===== src/rtl/fifo_reader.sv =====
// ============================================================================
// Module   : fifo_reader
// Purpose  : Drains the Ethernet test FIFO through its registered read port
//            (1-cycle read latency), forwards every word to a valid/ready
//            stream through a 2-entry output buffer, and checks each word
//            against the repeating pattern 1..PATTERN_LEN.
// Ports    : clk, rst           - clock, synchronous active-high reset
//            empty, full        - FIFO status flags
//            rd_data            - FIFO read data (valid the cycle after read_req)
//            read_req           - FIFO read request (combinational)
//            out_data/out_valid/out_ready - downstream stream
//            word_count         - words received (wraps)
//            err_count          - pattern mismatches (saturates)
//            err_flag           - sticky mismatch indicator
//            last_err_data      - most recent mismatching word
// Revision : 1.0 - initial release
// ============================================================================
`default_nettype none

module fifo_reader #(
   parameter int PATTERN_LEN = 8,
   parameter int BURST_MODE  = 1,
   parameter int CNT_W       = 16
) (
   input  logic             clk,
   input  logic             rst,
   input  logic             empty,
   input  logic             full,
   input  logic [31:0]      rd_data,
   output logic             read_req,
   output logic [31:0]      out_data,
   output logic             out_valid,
   input  logic             out_ready,
   output logic [CNT_W-1:0] word_count,
   output logic [CNT_W-1:0] err_count,
   output logic             err_flag,
   output logic [31:0]      last_err_data
);

   typedef enum logic [0:0] {
      S_WAIT_FULL = 1'b0,
      S_DRAIN     = 1'b1
   } state_t;

   localparam state_t c_RESET_STATE = (BURST_MODE != 0) ? S_WAIT_FULL : S_DRAIN;

   state_t           r_state;
   state_t           w_state_next;
   logic             w_enter_drain;
   logic             w_read_req;

   logic [1:0]       r_buf_cnt;
   logic [31:0]      r_head;
   logic [31:0]      r_tail;
   logic             r_inflight;
   logic [31:0]      r_expected;
   logic [CNT_W-1:0] r_word_count;
   logic [CNT_W-1:0] r_err_count;
   logic             r_err_flag;
   logic [31:0]      r_last_err;

   logic             w_push;
   logic             w_pop;
   logic [2:0]       w_occupancy;

   function automatic logic [31:0] f_next(input logic [31:0] x);
      if ((x >= 32'(PATTERN_LEN)) || (x == 32'd0)) begin
         return 32'd1;
      end
      return x + 32'd1;
   endfunction

   assign w_push    = r_inflight;
   assign w_pop     = (r_buf_cnt != 2'd0) && out_ready;

   // Occupancy after this cycle's pop plus the word already in flight.
   // Counting the pop lets one read per cycle be sustained while the
   // consumer keeps up, and still never overflows when it stalls.
   assign w_occupancy = {1'b0, r_buf_cnt} - {2'b00, w_pop} + {2'b00, r_inflight};

   // ---------------------------------------------------------------- FSM
   always_ff @(posedge clk) begin
      if (rst) begin
         r_state <= c_RESET_STATE;
      end else begin
         r_state <= w_state_next;
      end
   end

   always_comb begin
      w_state_next  = r_state;
      w_enter_drain = 1'b0;
      w_read_req    = 1'b0;
      case (r_state)
         S_WAIT_FULL: begin
            if (full) begin
               w_state_next  = S_DRAIN;
               w_enter_drain = 1'b1;
            end
         end
         S_DRAIN: begin
            w_read_req = !empty && (w_occupancy < 3'd2);
            if ((BURST_MODE != 0) && empty) begin
               w_state_next = S_WAIT_FULL;
            end
         end
         default: begin
            w_state_next = c_RESET_STATE;
         end
      endcase
   end

   assign read_req = w_read_req;

   // ------------------------------------------------- read pipe + buffer
   always_ff @(posedge clk) begin
      if (rst) begin
         r_inflight <= 1'b0;
         r_buf_cnt  <= 2'd0;
         r_head     <= 32'd0;
         r_tail     <= 32'd0;
      end else begin
         r_inflight <= w_read_req;
         case ({w_push, w_pop})
            2'b10: begin
               if (r_buf_cnt == 2'd0) begin
                  r_head <= rd_data;
               end else begin
                  r_tail <= rd_data;
               end
               r_buf_cnt <= r_buf_cnt + 2'd1;
            end
            2'b01: begin
               r_head    <= r_tail;
               r_buf_cnt <= r_buf_cnt - 2'd1;
            end
            2'b11: begin
               if (r_buf_cnt == 2'd1) begin
                  r_head <= rd_data;
               end else begin
                  r_head <= r_tail;
                  r_tail <= rd_data;
               end
            end
            default: begin
            end
         endcase
      end
   end

   // ------------------------------------------------- checker / stats
   always_ff @(posedge clk) begin
      if (rst) begin
         r_expected   <= 32'd1;
         r_word_count <= '0;
         r_err_count  <= '0;
         r_err_flag   <= 1'b0;
         r_last_err   <= 32'd0;
      end else begin
         if (r_inflight) begin
            r_word_count <= r_word_count + 1'b1;
            if (rd_data != r_expected) begin
               if (r_err_count != {CNT_W{1'b1}}) begin
                  r_err_count <= r_err_count + 1'b1;
               end
               r_err_flag <= 1'b1;
               r_last_err <= rd_data;
            end
            // Resync to the received word whether or not it matched.
            r_expected <= f_next(rd_data);
         end
         // A new burst restarts the pattern; this overrides the resync above.
         if (w_enter_drain) begin
            r_expected <= 32'd1;
         end
      end
   end

   assign out_data      = r_head;
   assign out_valid     = (r_buf_cnt != 2'd0);
   assign word_count    = r_word_count;
   assign err_count     = r_err_count;
   assign err_flag      = r_err_flag;
   assign last_err_data = r_last_err;

endmodule

`default_nettype wire

===== config.mk =====
export PLATFORM = sky130hd
export DESIGN_NAME = fifo_reader
export DESIGN_NICKNAME = d
export VERILOG_FILES = /design/src/rtl/fifo_reader.sv
export SDC_FILE = /design/constraint.sdc
export NUM_CORES = 1
export LEC_CHECK = 0
export ABC_AREA = 0
export ABC_CLOCK_PERIOD_IN_PS = 3800
export CORE_ASPECT_RATIO = 1.4
export CORE_MARGIN = 2
export CORE_UTILIZATION = 40
export DETAILED_ROUTE_END_ITERATION = 7
export SYNTH_ARGS = -nofsm -noshare
export SYNTH_HDL_FRONTEND = slang
export SYNTH_SLANG_ARGS = --single-unit

===== constraint.sdc =====
create_clock -name clk -period 3.8 [get_ports clk]
set_input_delay 1.14 -clock clk [delete_from_list [all_inputs] [get_ports clk]]
set_output_delay 1.14 -clock clk [all_outputs]
set_load 0.01 [all_outputs]

==> impl_metrics.yaml, run 1 <==
cts:
  cts_buffers: 17
  cts_tree: "done"
  postCtsHoldBufs: 0
  cts_buffer_depth: 2
  clock-sinks: 165
  cts-root-buf: "clkbuf_16"
  cts_max_level: 4
  insertion_delay_ns: 0.43
  path_clk_slew_ns: 0.06
global_routing:
  grtUsageTotal_pct: 20.8
  antenna_found_initial: 0
  grt-ovfl-total: 0
  grt_start_max_net_pins: 62
  grt_pass1_vias: 5904
  grt_pass1_wl_um: 29500
placed_design:
  place_area_mm2: 0.00851
  portBuffers: 135
  dp_slack_ns: -0.797
  hpwl_um: 12900
  gp_congestion: 0.798
logic_synthesis:
  yosys_warnings: 0
  synth_top_area_cell: "dfxtp_1"
  synth_area_mm2: 0.00682
  synthTopCellsByCount: "165 x dfxtp_1, 96 x nor2_1, 78 x nand2_1"
  ys_ff_latch: 165
  synth_fp_nets: 789
  synthTopCellsByArea: "dfxtp_1 48%, xor2_1 6.2%, nor2_1 5.3%, mux2i_1 5.0%, a222oi_1 4.7%"
  async_flop_share_pct: 0
  synthCells: 741
  synth_edf_count: 0
  synthFlopType: "dfxtp_1"
  yosysSeqAreaShare_pct: 48.4
  syn_area_per_cell_um2: 9.21
  synth_top_area_share_pct: 48.4
  post-synth-top-count-cell: "dfxtp_1"
  yosys.cell_types.count: 45
sta:
  setup_ws_ns: 0.112
  hold_viol: 0
  post-route-period-util_pct: 97.1
  fmax_ghz: 0.271
  skew_ns: 0.00793
  period_needed_ns: 3.69
  tightest_slew_ns: 1.35
  relSlewSlack_pct: 9.95
  rsz0062_at_grt: "no"
  setup_viol: 0
  slew_violations: 0
critical_path:
  crit_fanout: 2
  cp-start-kind: "input pin"
  path_class: "in2out"
  r2r_cells: 8
  cp_slowest_cell: "fa_2"
  end_kind: "output pin"
  arrival_ns: 2.55
  rrSetupSlack_ns: 0.98
  max_stage_delay_ns: 0.52
  reg2reg_from: "r_buf_cnt[0]$_SDFFE_PP0N_"
  r2r_end: "out_data[31]$_SDFFE_PP0P_"
  path_delay_family: "adder cells"
  path_cells: "buf_6 -> nor2b_4 -> ha_4 -> nand2b_4 -> fa_2 -> nand2_2 -> nor3_2 -> buf_2"
  critPathBufInv: 2
  critPathRequiredTime_ns: 2.66
die:
  io-pin-count: 136
  fp.dieH_um: 159
  die_x_um: 114
  die_area_mm2: 0.0181
  core_area_mm2: 0.0167
  placementRows: 56
  start_util_pct: 40.8
pwr:
  seq_power_share_pct: 38.4
  pwr-share-comb_pct: 29.7
  switching_share_pct: 31.0
  peakVddDrop_mv: 0.268
  clkPwrFrac_pct: 31.9
  intPower_w: 0.00376
  p_sw_w: 0.00169
  power.density_mw_per_mm2: 596
  p_leak_nw: 3.63
outcome:
  violations: "design-rule violations"
  status: "finished, violations left"
routing:
  drtIter0Drc: 464
  avgRoutedWirePerCell_um: 16.9
  num_vias: 5938
  antenna_left: 0
  drc_errors: 3
  vias_per_cell: 5.38
  routed_wl_um: 18700
  first_pass_iters: 8
layout:
  finalInstanceArea_mm2: 0.00914
  layout.nets: 935
  diodes: 0
  drive_gt1_share_pct: 10.7
  area_growth_pct: 33.9
hold_path:
  hold_path.class: "reg2reg"
  hold_depth: 2
  hold_start: "err_flag$_SDFFE_PP0P_"
  whs_endpoint: "err_flag$_SDFFE_PP0P_"
run:
  max_cap_viol_count: 0
-- worst reg2reg max path, delay by kind of cell (launching register included) --
| kind | cells | cell delay [ns] |
|---|---|---|
| flops | 1 | 0.39 |
| buf+inv | 2 | 0.20 |
| fa+ha+maj | 2 | 0.55 |
| compound gates | 2 | 1.25 |
| simple gates | 2 | 0.36 |
-- sequential cells by signal (all words and copies together) (netlist names) --
signal	count
r_expected	32
out_data	32
last_err_data	32
err_flag	1
err_count	16
r_inflight	1
r_tail	32
r_state	1
word_count	16
r_buf_cnt	2
-- power groups by stage --
stage	registers, W	logic (W)	clock network (W)
final	0.00209	0.00162	0.00174
after global routing	0.00211	0.00175	0.00185
after CTS	0.00209	0.00162	0.00178
after detailed placement	0.00213	0.00159	0
after global placement	0.00212	0.00155	0
after floorplan	0.00218	0.000792	0
-- cell type report --
type	count	area [um2]
well taps	203	254
flip-flops and latches	165	3300
multi-input cells	511	3250
clock buffers	19	443
inverters	15	56.3
repair buffers	177	1670
fillers	1510	7610
clock inverters	13	156
-- cell families after synthesis --
logic type	after synthesis	synth area share (%)
adders and majority gates	11	2.13
and+or+nand+nor	310	21.5
buffers and inverters	65	4.75
DFF	165	48.4
xor gates and xnor gates	52	6.67
muxes	40	6.14
AOI/OAI and AO/OA	98	10.4
-- worst max-delay path by stage --
stage | slack [ns] | startpoint | to | cells after the start
finish | 0.11 | out_ready | read_req | 8
global route | 0.04 | out_ready | read_req | 8
CTS | -0.003 | out_ready | read_req | 8
detailed placement | -0.80 | out_ready | read_req | 8
global placement | -0.77 | out_ready | read_req | 8
floorplan | 0.06 | out_ready | read_req | 6
-- per-layer routing --
layer / GRT usage, % / vias up / part of all wire (%)
met1: 23.4 / 2837 / 40
met5: 0 / - / 0
met3: 3.01 / 35 / 4.3
li1: - / 2878 / -
met2: 38.4 / 188 / 53
met4: 9.58 / 0 / 2.6
-- through the flow --
| step | utilization [%] | TNS, ns | instances | hold slack, ns | total power, W |
|---|---|---|---|---|---|
| 4_1_cts | 54.6 | -0.00269 | 1103 | 0.454 | 0.00549 |
| 6_report | 54.6 | 0 | 1103 | 0.449 | 0.00544 |
| 2_1_floorplan | - | 0 | 741 | 0.436 | 0.00297 |
| 3_5_place_dp | 50.8 | -0.797 | 1071 | 0.446 | 0.00371 |
| 5_1_grt | 54.6 | 0 | 1103 | 0.470 | 0.00572 |
| 3_3_place_gp | 50.8 | -0.770 | 1071 | 0.433 | 0.00367 |
-- cell usage in the layout, fill, tap and decap left out, types with 2 or more instances in the layout --
master	count
a31o_2	2
nand2_1	77
a21oi_1	43
nor2b_1	7
and4_1	3
a21o_1	2
mux2_4	3
nor3_1	35
mux2_2	3
inv_1	14
bufinv_16	3
mux2i_1	33
nand3_1	10
and2_1	29
o41ai_1	3
nor2_1	96
dfxtp_1	164
or4_1	3
clkdlybuf4s50_1	132
clkinv_2	5
a222oi_1	32
xnor2_1	4
buf_4	42
or2_2	2
nand4bb_1	2
clkinvlp_4	2
xor2_1	48
clkbuf_16	17
ha_1	9
and3_1	7
nor4_1	21
a211oi_1	3
o31ai_1	4
a22oi_1	4
nand4_1	11
clkinv_4	2
-- what timing repair did --
| item | 4_1_cts | 5_1_grt |
|---|---|---|
| buffers inserted | 0 | 0 |
| pin swaps | 4 | 2 |
| endpoints found under the setup margin | 1 | 1 |
| endpoints found under the hold margin | 0 | 0 |
| gates resized for setup | 15 | 0 |
Power figures use the tool's default switching activity.
==> run 2, diff against run 1 <==
Settings changed: ABC_AREA 0 to 1.
==> impl_metrics.yaml, run 2 <==
cts:
  postCtsHoldBufs: 0
  cts_buffers: 17
  insertion_delay_ns: 0.43
  cts_tree: "done"
  cts_max_level: 4
  cts_buffer_depth: 2
  clock-sinks: 165
  cts-root-buf: "clkbuf_16"
  path_clk_slew_ns: 0.07
critical_path:
  r2r_cells: 24
  path_class: "in2out"
  r2r_end: "r_tail[2]$_SDFFE_PP0P_"
  rrSetupSlack_ns: 0.28
  path_delay_family: "adder cells"
  arrival_ns: 2.58
  reg2reg_from: "r_buf_cnt[0]$_SDFFE_PP0N_"
  critPathRequiredTime_ns: 2.66
  cp-start-kind: "input pin"
  max_stage_delay_ns: 0.39
  path_cells: "buf_2 -> nand2_2 -> inv_2 -> ha_4 -> nor2_2 -> inv_1 -> fa_1 -> xor2_1 -> nor3_2 -> buf_2"
  cpMostUsedCell: "buf_2"
  crit_fanout: 2
  critPathBufInv: 4
  cp_slowest_cell: "fa_1"
  end_kind: "output pin"
logic_synthesis:
  synth_top_area_cell: "dfxtp_1"
  synthTopCellsByCount: "165 x dfxtp_1, 158 x nor2_1, 150 x inv_1"
  synth_area_mm2: 0.00730
  yosys_warnings: 0
  yosys.cell_types.count: 33
  synth_top_area_share_pct: 45.3
  synthCells: 993
  synthTopCellsByArea: "dfxtp_1 45%, nor2_1 8.1%, inv_1 7.7%, o21ai_0 7.1%, nand2_1 7.0%"
  async_flop_share_pct: 0
  post-synth-top-count-cell: "dfxtp_1"
  synthFlopType: "dfxtp_1"
  synth_edf_count: 0
  syn_area_per_cell_um2: 7.35
  yosysSeqAreaShare_pct: 45.3
  synth_fp_nets: 1041
  ys_ff_latch: 165
placed_design:
  dp_slack_ns: -0.721
  gp_congestion: 0.841
  hpwl_um: 12600
  portBuffers: 135
sta:
  relSlewSlack_pct: 51.3
  tightest_slew_ns: 0.728
  hold_viol: 0
  fin_setup_tns_ns: 0
  post-route-period-util_pct: 98.0
  period_needed_ns: 3.72
  fmax_ghz: 0.269
  slew_violations: 0
  setup_viol: 0
  skew_ns: 0.0145
  setup_ws_ns: 0.0779
die:
  start_util_pct: 40.7
  io-pin-count: 136
  placementRows: 58
  die_area_mm2: 0.0194
  fp.dieH_um: 164
  core_area_mm2: 0.0179
  die_x_um: 118
routing:
  routed_wl_um: 19100
  antenna_left: 0
  drc_errors: 0
  wl_met3_um: 756
  vias_per_cell: 4.78
  m1WireLength_um: 8410
  top_layer: "met4"
  dr_wl_met2_um: 9760
  num_vias: 6639
  avgRoutedWirePerCell_um: 13.7
  first_pass_iters: 5
  drtIter0Drc: 350
layout:
  mostFrequentLayoutCells: "165 x dfxtp_1, 157 x nor2_1, 146 x inv_1, 135 x nand2_1, 133 x clkdlybuf4s50_1"
  fillers: 1771
  diodes: 0
  layout.nets: 1184
  drive_gt1_share_pct: 9.05
  area_growth_pct: 33.9
  final_common_cell: "dfxtp_1"
global_routing:
  grt_start_max_net_pins: 39
  grt_pass1_vias: 6345
  antenna_found_initial: 0
  grt-ovfl-total: 0
  grt_pass1_wl_um: 31200
  grtUsageTotal_pct: 19.9
hold_path:
  hold_path.class: "reg2reg"
  hold_start: "r_tail[23]$_SDFFE_PP0P_"
  whs_endpoint: "r_tail[23]$_SDFFE_PP0P_"
  hold_depth: 2
pwr:
  power.density_mw_per_mm2: 576
  p_leak_nw: 3.83
  peakVddDrop_mv: 0.425
run:
  max_cap_viol_count: 0
outcome:
  status: "finished clean"
==> run 2: tightest hold or removal path, delay by kind of cell (launching register included) <==
family,cells,cell delay [ns]
flops,1,0.30
buf+inv,1,0.06
compound gates,1,0.06
==> run 2: metal layers <==
| layer | track usage (%) | vias to the layer above |
|---|---|---|
| li1 | - | 3481 |
| met1 | 23.3 | 3024 |
| met2 | 36.2 | 119 |
| met3 | 4.72 | 15 |
| met4 | 5.70 | 0 |
| met5 | 0 | - |
==> run 2: worst max path at each step <==
stage                     startpoint        to  slack (ns)  cells after the start
final                      out_ready  read_req        0.08                     10
after global routing       out_ready  read_req      -0.004                     10
after CTS                  out_ready  read_req        0.02                     10
after detailed placement   out_ready  read_req       -0.72                     10
after global placement     out_ready  read_req       -0.73                     10
after floorplan            out_ready  read_req        0.06                      8
==> run 2: logic make-up (layout without fill, tap and decap cells) <==
kind of cell	count (synthesis)	after routing	share of synthesized area [%]
simple gates	367	367	21.5
compound gates	207	209	16.0
buf+inv	206	360	10.8
flops	165	165	45.3
xor+xnor	37	37	4.44
fa+ha+maj	11	11	1.99
==> run 2: final cells by class <==
| cell class | instances | area (um2) | share of cell area, % |
|---|---|---|---|
| multi-input cells | 624 | 3280 | 33.6 |
| flip-flops and latches | 165 | 3300 | 33.8 |
| clock buffers | 19 | 453 | 4.64 |
| repair buffers | 173 | 1660 | 17.0 |
| inverters | 155 | 582 | 5.96 |
| well taps | 240 | 300 | 3.07 |
| clock inverters | 13 | 193 | 1.97 |
==> run 2: stage by stage <==
| step | total power (W) | area [um2] | std cells | hold WS [ns] | util, % |
|---|---|---|---|---|---|
| 2_1_floorplan | 0.00290 | 7300 | 993 | 0.430 | - |
| 3_3_place_gp | 0.00364 | 8970 | 1340 | 0.438 | 50.0 |
| 3_5_place_dp | 0.00367 | 8970 | 1340 | 0.443 | 50.0 |
| 4_1_cts | 0.00564 | 9710 | 1384 | 0.453 | 54.2 |
| 5_1_grt | 0.00595 | 9770 | 1389 | 0.470 | 54.5 |
| 6_report | 0.00562 | 9770 | 1389 | 0.451 | 54.5 |
==> run 2: where the power goes <==
group | total [W] | switching, W | internal [W]
sequential | 0.00210 | 0.000119 | 0.00198
clock | 0.00188 | 0.000733 | 0.00115
combinational | 0.00165 | 0.000875 | 0.000771
total | 0.00562 | 0.00173 | 0.00390
==> run 2: what timing repair did <==
action / 4_1_cts / 5_1_grt
setup buffers: 12 / 3
resized for setup: 9 / 9
pin swaps: 5 / 1
setup endpoints to repair: 1 / 23
cloned: 0 / 2
